`config.mk`:
```
export PLATFORM = sky130hd
export DESIGN_NAME = wb_sram_ctrl
export DESIGN_NICKNAME = d
export VERILOG_FILES = /design/src/rtl/wb_sram_ctrl.sv
export SDC_FILE = /design/constraint.sdc
export NUM_CORES = 1
export LEC_CHECK = 0
export ABC_AREA = 1
export BUFFER_PORTS_ARGS = -buffer_cell sky130_fd_sc_hd__buf_2
export CAP_MARGIN = 20
export CORE_ASPECT_RATIO = 0.8
export CORE_UTILIZATION = 32
export CTS_CLUSTER_DIAMETER = 30
export DETAILED_ROUTE_END_ITERATION = 10
export PLACE_DENSITY = 0.77
export SYNTH_ARGS = -nofsm -noshare
export SYNTH_HDL_FRONTEND = slang
export SYNTH_SLANG_ARGS = --single-unit
```
`constraint.sdc`:
```
create_clock -name wb_clk_i -period 1.16 [get_ports wb_clk_i]
set_clock_uncertainty 0.15 [all_clocks]
set_input_delay 0 -clock wb_clk_i [delete_from_list [all_inputs] [get_ports wb_clk_i]]
set_output_delay 0 -clock wb_clk_i [all_outputs]
set_load 0.005 [all_outputs]
```
`src/rtl/wb_sram_ctrl.sv`:
```
// wb_sram_ctrl: Wishbone classic slave driving port 0 of a 512x32 SRAM wrapper; define WB_SRAM_ADDR_CHECK_EN for base-address checking with error termination
module wb_sram_ctrl #(
    parameter int          DATA_WIDTH = 32,
    parameter int          ADDR_WIDTH = 9,
    parameter int          NUM_WMASKS = 4,
    parameter logic [31:0] BASE_ADDR  = 32'h0100_0000
) (
    input  logic                  wb_clk_i,
    input  logic                  wb_rst_i,
    input  logic                  wbs_cyc_i,
    input  logic                  wbs_stb_i,
    input  logic                  wbs_we_i,
    input  logic [NUM_WMASKS-1:0] wbs_sel_i,
    input  logic [31:0]           wbs_adr_i,
    input  logic [DATA_WIDTH-1:0] wbs_dat_i,
    output logic                  wbs_ack_o,
    output logic                  wbs_err_o,
    output logic [DATA_WIDTH-1:0] wbs_dat_o,
    output logic                  sram_csb,
    output logic                  sram_web,
    output logic [NUM_WMASKS-1:0] sram_wmask,
    output logic [ADDR_WIDTH-1:0] sram_addr,
    output logic [DATA_WIDTH-1:0] sram_din,
    input  logic [DATA_WIDTH-1:0] sram_dout
);
    typedef enum logic [1:0] {IDLE, RDWAIT, RESP} state_t;

    state_t state, state_nx;
    logic   req, hit, strobe, go, ack_nx, err_nx, cap;
    logic   unused_ok;

    assign req = wbs_cyc_i & wbs_stb_i;
`ifdef WB_SRAM_ADDR_CHECK_EN
    assign hit = wbs_adr_i[31:ADDR_WIDTH+2] == BASE_ADDR[31:ADDR_WIDTH+2];
`else
    assign hit = 1'b1;
`endif
    assign unused_ok = ^{wbs_adr_i[31:ADDR_WIDTH+2], wbs_adr_i[1:0], BASE_ADDR};

    // strobes are combinational in IDLE; reset forces the SRAM port idle at once
    assign go         = strobe & ~wb_rst_i;
    assign sram_csb   = ~go;
    assign sram_web   = ~(go & wbs_we_i);
    assign sram_wmask = (go & wbs_we_i) ? wbs_sel_i : '0;
    assign sram_addr  = wbs_adr_i[ADDR_WIDTH+1:2];
    assign sram_din   = wbs_dat_i;

    // next state, SRAM strobe, and registered-response decisions
    always_comb begin
        state_nx = state;
        strobe   = 1'b0;
        ack_nx   = 1'b0;
        err_nx   = 1'b0;
        cap      = 1'b0;
        case (state)
            IDLE: if (req) begin
                if (hit) begin
                    strobe   = 1'b1;
                    ack_nx   = wbs_we_i;
                    state_nx = wbs_we_i ? RESP : RDWAIT;
                end else begin
                    err_nx   = 1'b1;
                    state_nx = RESP;
                end
            end
            RDWAIT: if (wbs_cyc_i) begin
                cap      = 1'b1;
                ack_nx   = 1'b1;
                state_nx = RESP;
            end else begin
                state_nx = IDLE;
            end
            default: state_nx = IDLE;
        endcase
    end

    // state, one-cycle ack/err pulses and read data capture
    always_ff @(posedge wb_clk_i or posedge wb_rst_i) begin
        if (wb_rst_i) begin
            state     <= IDLE;
            wbs_ack_o <= 1'b0;
            wbs_err_o <= 1'b0;
            wbs_dat_o <= '0;
        end else begin
            state     <= state_nx;
            wbs_ack_o <= ack_nx;
            wbs_err_o <= err_nx;
            if (cap) wbs_dat_o <= sram_dout;
        end
    end
endmodule

```
# == After elaboration in Yosys (flattened, before gate mapping) ==
# Index checks and enable logic that the tools add are counted.
# totals
reg_bits,35
latchBits,0
mem_bits_rw,0
rom_bits,0
in_bits,105
out_inout_bits,81
wordCells,23
memories,0
# op_classes
n_addsub,0
mul,0
n_div,0
n_lt_le_gt_ge,0
eq_ne,2
n_shift,0
n_mux,11
n_bitwise,6
n_reduce_logical,1
# ops
op,n
$mux W2,3
$mux W1,5
$mux W4,1
$pmux W2 S2,1
$and A1 B1 Y1,3
$not A1 Y1,3
$eq A2 B1 Y1 const B,1
$logic_not A2 Y1,1
$ne A2 B2 Y1 const B,1
$pmux W1 S2,1

# == Logic depth before layout (Yosys ltp) ==
# Gate-level depths: netlist of the first run.
# depth
word_depth,6
ltp_mapped,6
ltp_nobuf,4

# == Worst setup path before layout of the first run ==
# No wires, ideal clock.
# synth_timing
kind,in2out
startpoint,in wb_rst_i
endpoint,out sram_wmask[0]
arrival_ns,1.195
path_slack_ns,-0.185
stages,3
n_path_buf,0
path_cell_list,inv_1 > nand3_2 > nor2_1
# synth_via
elab_chain_len,4
# synth_lines
item,line_no,rtl
"start, declared",9,"input logic wb_rst_i,"
$not A1 Y1,41,assign go = strobe & ~wb_rst_i;
$and A1 B1 Y1,41,
$and A1 B1 Y1,44,assign sram_wmask = (go & wbs_we_i) ? wbs_sel_i : '0;
$mux W4,44,
"end, declared",21,"output logic [NUM_WMASKS-1:0] sram_wmask,"
# Every way passes these cells.

# == Worst setup path after layout of the first run ==
# layout_timing
startpoint,reg state[1]
endpoint,out sram_wmask[1]
# layout_via
elab_chain_len,5
# layout_lines
item,line_no,rtl
"start, declared",28,"state_t state, state_nx;"
"start signal, assigned",85,state <= state_nx;
$logic_not A2 Y1,55,case (state)
$mux W1,55,
$and A1 B1 Y1,41,
$and A1 B1 Y1,44,
$mux W4,44,
# Every way passes these cells.

==> results of run 1 <==
[layer usage]
layer,part of all wire [%],vias to the layer above,GRT usage (%)
li1,-,798,-
met1,40,716,16.10
met2,52,82,28.13
met3,6.9,4,3.810
met4,0.57,0,4.444
met5,0,-,0
[flip-flops by register name (all words and copies together), names as in the netlist]
name and flops:
state 2, wbs_ack_o 1, wbs_dat_o 32
[cells by family after synthesis]
logic type / count (synthesis)
buffers and inverters: 89
AND/OR/NAND/NOR: 46
AO/OA/AOI/OAI: 32
flip-flops: 35
other: 1
[repair_timing]
| action | in CTS | in global routing |
|---|---|---|
| pin swaps | 1 | 0 |
| endpoints found under the hold margin | 111 | 1 |
| hold buffers | 75 | 2 |
| resized for setup | 1 | 0 |
| endpoints found under the setup margin | 17 | 38 |
[cell type report]
class | count | area [µm²]
clock buffers | 6 | 82.58
fillers | 515 | 2591
multi-input cells | 79 | 407.9
flip-flops and latches | 35 | 875.8
well taps | 78 | 97.59
repair buffers | 160 | 1221
inverters | 40 | 153.9
clock inverters | 2 | 35.03
[report_power, final]
part	internal, mW	switching (mW)
logic	0.580	0.436
registers	1.50	0.138
clock network	0.695	0.432
total	2.78	1.01
[through the flow]
step,cells,TNS (ns),setup slack (ns)
CTS,398,-1.231,-0.1610
finish,400,-0.9840,-0.1380
detailed placement,315,-0.004412,-0.004412
global route,400,-4.294,-0.2679
global placement,315,0,0.02736
floorplan,203,0,0.03997
[final timing paths]
kind / from / endpoint
setup / recovery: state[1] / sram_wmask[1]
hold / removal: wb_rst_i / state[1]
setup reg to reg: state[1] / wbs_dat_o[25]
hold reg to reg: wbs_dat_o[12] / wbs_dat_o[12]
max in group asynchronous: wb_rst_i / wbs_dat_o[29]
min in group wb_clk_i: wbs_cyc_i / wbs_ack_o
[cells in the mapped netlist]
cell type / count
buf_2: 2
o21ai_0: 2
nor2_1: 6
o21ai_2: 14
inv_1: 40
dfrtp_1: 35
buf_6: 5
nor3_1: 1
nand3_2: 2
conb_1: 1
nand2_1: 36
nand4_1: 1
o21ai_1: 16
buf_4: 42
[critical path: cells and delay by family (launching register included)]
family	cells	cell delay (ns)
DFF	1	0.39
buffers and inverters	1	0.12
and+or+nand+nor	3	0.38
==> reports/results.tsv, run 1 <==
stage	metric	value	unit
placed_design	gp_congestion	0.6212	
power_and_ir_drop	power.density	1316	nW/µm²
cells_and_area	final_nets	426	
floorplanning	rows	24	
floorplanning	core	5465	µm²
cells_and_area	final_cell_area	2874	µm²
yosys	synth_top_family_by_area	buffers and inverters	
detailed_routing	drtIter0Drc	46	
global_route	grt_pass1_wl	6955	µm
critical_path	cpPeakStageDelay	0.39	ns
clock_network	cts_max_level	2	
floorplanning	ioPinCount	186	
global_route	grt_max_degree	37	
yosys	synthAdderAreaFrac	0	%
critical_path	cp.required	1.01	ns
placed_design	placed_area	1983	µm²
timing	finalSetupViolCount	30	
cells_and_area	final_common_cell	buf_2	
critical_path	path_cells	nor2_2, nand3_2, nor2_1, buf_2	
floorplanning	die_x	86.16	µm
yosys	yosysTopAreaCell	dfrtp_1	
hold_path	min_path_type	input pin to asynchronous set/reset pin	
detailed_routing	drc	0	
timing	fin_crit_sh	111.9	%
power_and_ir_drop	irDropWorstVdd	0.0006819	V
placed_design	port_buffers	79	
yosys	synth_xor_area_share	0	%
critical_path	cp_data_arrival_time	1.15	ns
cells_and_area	area_delta_synth_final	58.52	%
detailed_routing	drt-total-wl	4394	µm
yosys	ys_warn_count	0	
critical_path	worstSetupStartpointType	register	
yosys	seq_area_frac_synth	48.31	%
yosys	synth_top_area_share	48.31	%
yosys	synth_seq_cells	35	
yosys	syn-num-nets	308	
status	status	finished with violations	
power_and_ir_drop	total_power	3.783	mW
cells_and_area	final_util	52.59	%
detailed_routing	route.antenna.remaining_nets	0	
flow_run	drv_cap	0	
critical_path	rrSetupSlack	-0.03	ns
clock_network	clk_pin_slew	0.07	ns
clock_network	cts_buffers	5	
timing	timing.final.ws_setup	-0.1380	ns
clock_network	clk_path_buf_depth	2	
detailed_routing	vias_per_cell	4.000	
yosys	netlist_instances	203	
timing	grt_setup_unrepaired	true	
status	violations	setup timing	
timing	slew_violations	0	
global_route	track_usage	14.89	%
yosys	ys_top_cells_by_area	dfrtp_1 48%, buf_4 17%, inv_1 8.3%, nand2_1 7.5%, o21ai_2 6.8%	
yosys	synth_compound_area_share	11.73	%
timing	hold_ws	0.04583	ns
yosys	avgSynthCellArea	8.931	µm²
clock_network	clock_latency	0.28	ns
clock_network	cts_setup_buffers	0	
placed_design	place.detailed.hpwl	2296	µm
timing	hold_viol	0	
yosys	netlist_area	1813	µm²
clock_network	cts_tree	built	
yosys	yosys.area_share.simple	10.42	%
critical_path	rr_worst_depth	5	
floorplanning	start_util	33.17	%
critical_path	path_max_fanout	5	
power_and_ir_drop	p_leak	1.585	nW
critical_path	worstSetupPathType	register to output pin	
yosys	synth_cell_type_count	14	
global_route	grt_remaining_overflow	0	
global_route	antenna_found_initial	0	
timing	fin_crit	1.298	ns
critical_path	end_kind	output pin	
clock_network	clockRootBuffer	clkbuf_8	
cells_and_area	final_cell_mix	79 x buf_2, 77 x dlygate4sd3_1, 39 x inv_1	
floorplanning	die-area	5973	µm²
global_route	grt_pass1_vias	1591	
cells_and_area	layout-drive-gt1-share	33.85	%
detailed_routing	vias	1600	
detailed_routing	avgRoutedWirePerCell	10.99	µm
critical_path	crit_path_top_delay_cell	dfrtp_1	
cells_and_area	n_antenna_cell	0	
floorplanning	die_h	69.33	µm
detailed_routing	firstDrtPassIters	3	
clock_network	cts_sinks	35	
timing	fmax	0.7704	GHz
yosys	synthMuxAreaShare	0	%
No activity file was read; power rests on OpenSTA's default activity.
==> inputs of run 2 (changes only) <==
PLACE_DENSITY = not set   (was 0.77)
PLACE_DENSITY_LB_ADDON = 0.25   (was not set)
==> run 2 against run 1 <==
The run still ends with setup timing left. Critical path depth is the same. Die area is the same. Worst hold slack gained 0.056 ns. Clock-buffer cell count is the same. Non-clock buffer count grew 3. Clock power shrank 29%. Final area is essentially flat. Global-route usage shrank 0.12 points. Sequential power is essentially flat. Via count grew 2.3%. Sequential cell count is the same. Critical endpoint is now sram_wmask[2]. Highest routed layer unchanged.
==> reports/results.tsv, run 2 (synthesis gave the netlist of run 1 again) <==
stage	metric	value	unit	change
global_route	grt_remaining_overflow	0		unchanged
clock_network	clockRootBuffer	clkbuf_8		
critical_path	rr_worst_depth	5		unchanged
detailed_routing	vias	1637		+2.3%
cells_and_area	largest_reg_flops	32		unchanged
clock_network	cts_tree	built		
flow_run	drv_cap	0		unchanged
timing	finalSetupViolCount	38		+27%
timing	fmax	0.7431	GHz	-3.5%
critical_path	path_cells	nor2_4, nand3_4, nor2_1, buf_2		
cells_and_area	final_cell_mix	79 x buf_2, 77 x dlygate4sd3_1, 39 x inv_1		
clock_network	cts_buffers	5		unchanged
status	violations	setup timing		
detailed_routing	drt-total-wl	4369	µm	-0.57%
floorplanning	rows	24		unchanged
status	status	finished with violations		
cells_and_area	layout-drive-gt1-share	34.37	%	+0.51 points
global_route	grt_max_degree	31		-16%
floorplanning	die_h	69.33	µm	unchanged
cells_and_area	largest_register	wbs_dat_o		
hold_path	hold_depth	4		
placed_design	place.detailed.hpwl	2335	µm	+1.7%
power_and_ir_drop	power.density	1207	nW/µm²	-8.3%
detailed_routing	wl_met3	269	µm	-11%
cells_and_area	final_cell_area	2873	µm²	about the same
floorplanning	ioPinCount	186		unchanged
timing	hold_viol	0		unchanged
critical_path	worstReg2RegStart	state[1]		
detailed_routing	drc	0		unchanged
global_route	grt_pass1_vias	1570		-1.3%
power_and_ir_drop	irDropWorstVdd	0.0006414	V	-5.9%
detailed_routing	wl_met2	2405	µm	+4.3%
critical_path	r2r-end	wbs_dat_o[13]		
timing	slew_violations	0		unchanged
detailed_routing	avgRoutedWirePerCell	10.90	µm	-0.82%
hold_path	min_path_type	input pin to register		
cells_and_area	final_common_cell	buf_2		
hold_path	hold_end	wbs_dat_o[17]		
floorplanning	start_util	33.17	%	unchanged
cells_and_area	num-fill-cells	515		unchanged
cells_and_area	final_nets	429		+0.70%
timing	tns	-2.323	ns	-1.339 ns
cells_and_area	reg_top3	wbs_dat_o: 32 flops, state: 2 flops, wbs_ack_o: 1 flops		
critical_path	cp_data_arrival_time	1.20	ns	+0.05 ns
clock_network	clk_pin_slew	0.07	ns	about the same
global_route	antenna_found_initial	0		unchanged
clock_network	cts_max_level	2		unchanged
detailed_routing	drtIter0Drc	35		-24%
detailed_routing	route.antenna.remaining_nets	0		unchanged
placed_design	port_buffers	79		unchanged
timing	fin_crit	1.346	ns	+0.04768 ns
timing	timing.final.ws_setup	-0.1857	ns	-0.04768 ns
timing	fin_crit_sh	116.0	%	+4.1 points
critical_path	worstSetupStartpointType	register		
cells_and_area	area_delta_synth_final	58.45	%	about the same
cells_and_area	seqCellArea	875.8	µm²	unchanged
critical_path	cp.required	1.01	ns	about the same
clock_network	clk_path_buf_depth	2		unchanged
placed_design	gp_congestion	0.6553		+5.5%
critical_path	rrSetupSlack	-0.07	ns	-0.04 ns
power_and_ir_drop	p_leak	1.578	nW	-0.45%
cells_and_area	final_util	52.56	%	about the same
cells_and_area	multiInputGateArea	425.4	µm²	+4.3%
critical_path	end_kind	output pin		
detailed_routing	firstDrtPassIters	4		+1
detailed_routing	wirelength_met1	1658	µm	-5.8%
critical_path	cpPeakStageDelay	0.41	ns	+0.02 ns
critical_path	path_buf_inv	1		unchanged
timing	grt_setup_unrepaired	true		
floorplanning	die-area	5973	µm²	unchanged
critical_path	path_max_fanout	5		unchanged
cells_and_area	n_antenna_cell	0		unchanged
global_route	track_usage	14.77	%	-0.12 points
floorplanning	die_x	86.16	µm	unchanged
detailed_routing	highest_layer	met4		
critical_path	worstSetupPathType	register to output pin		
floorplanning	core	5465	µm²	unchanged
detailed_routing	vias_per_cell	4.082		+2.1%
clock_network	clock_latency	0.28	ns	about the same
clock_network	cts_sinks	35		unchanged
timing	hold_ws	0.1016	ns	+0.05576 ns
placed_design	placed_area	1991	µm²	+0.38%
critical_path	crit_path_top_delay_cell	dfrtp_1		
placed_design	place_ws	-0.01280	ns	-0.008384 ns
global_route	grt_pass1_wl	6851	µm	-1.5%
critical_path	path_delay_family	flip-flops		
hold_path	min-delay-start	wbs_cyc_i		
[run 2: metal layers]
metal  vias to the layer above  global-route usage (%)
met5                         -                       0
met1                       751                   15.20
met2                        79                   28.22
met4                         0                   4.444
li1                        800                       -
met3                         7                   4.524
[run 2: worst register-to-register path: cells and delay by family (launching register included)]
kind / cells / cell delay [ns]
AOI/OAI and AO/OA: 1 / 0.05
and+or+nand+nor: 2 / 0.23
DFF: 1 / 0.40
buffers and inverters: 2 / 0.29
[run 2: through the flow]
stage               instances  power [mW]
finish                    401       3.467
global route              401       3.724
CTS                       398       3.503
detailed placement        316       2.453
global placement          316       2.438
floorplan                 203       2.156
[run 2: layout make-up]
cell class,count,area share [%]
multi-input combinational,79,14.81
tap,78,3.397
inverter,40,5.357
sequential,35,30.49
timing repair buffer,163,43.42
clock buffer,6,2.526
[run 2: timing repair]
action / in CTS / in global routing
hold buffers: 75 / 2
endpoints found under the setup margin: 20 / 38
gates resized for setup: 4 / 2
endpoints found under the hold margin: 111 / 1
setup buffers: 1 / 1
pin swaps: 1 / 1
[run 2: worst max path at each step]
stage          startpoint             to  slack, ns  depth (start not counted)
4_1_cts          state[1]  sram_wmask[3]      -0.17                          4
3_3_place_gp     state[0]  sram_wmask[0]      -0.01                          4
5_1_grt          state[0]  sram_wmask[1]      -0.26                          4
6_report         state[0]  sram_wmask[2]      -0.19                          4
2_1_floorplan    state[1]  wbs_dat_o[10]       0.04                          6
3_5_place_dp     state[1]  wbs_dat_o[26]      -0.01                          5
[run 2: report_power, final]
part | switching (mW) | internal, mW | total, mW
clock | 0.398 | 0.400 | 0.798
sequential | 0.142 | 1.50 | 1.64
combinational | 0.436 | 0.589 | 1.03
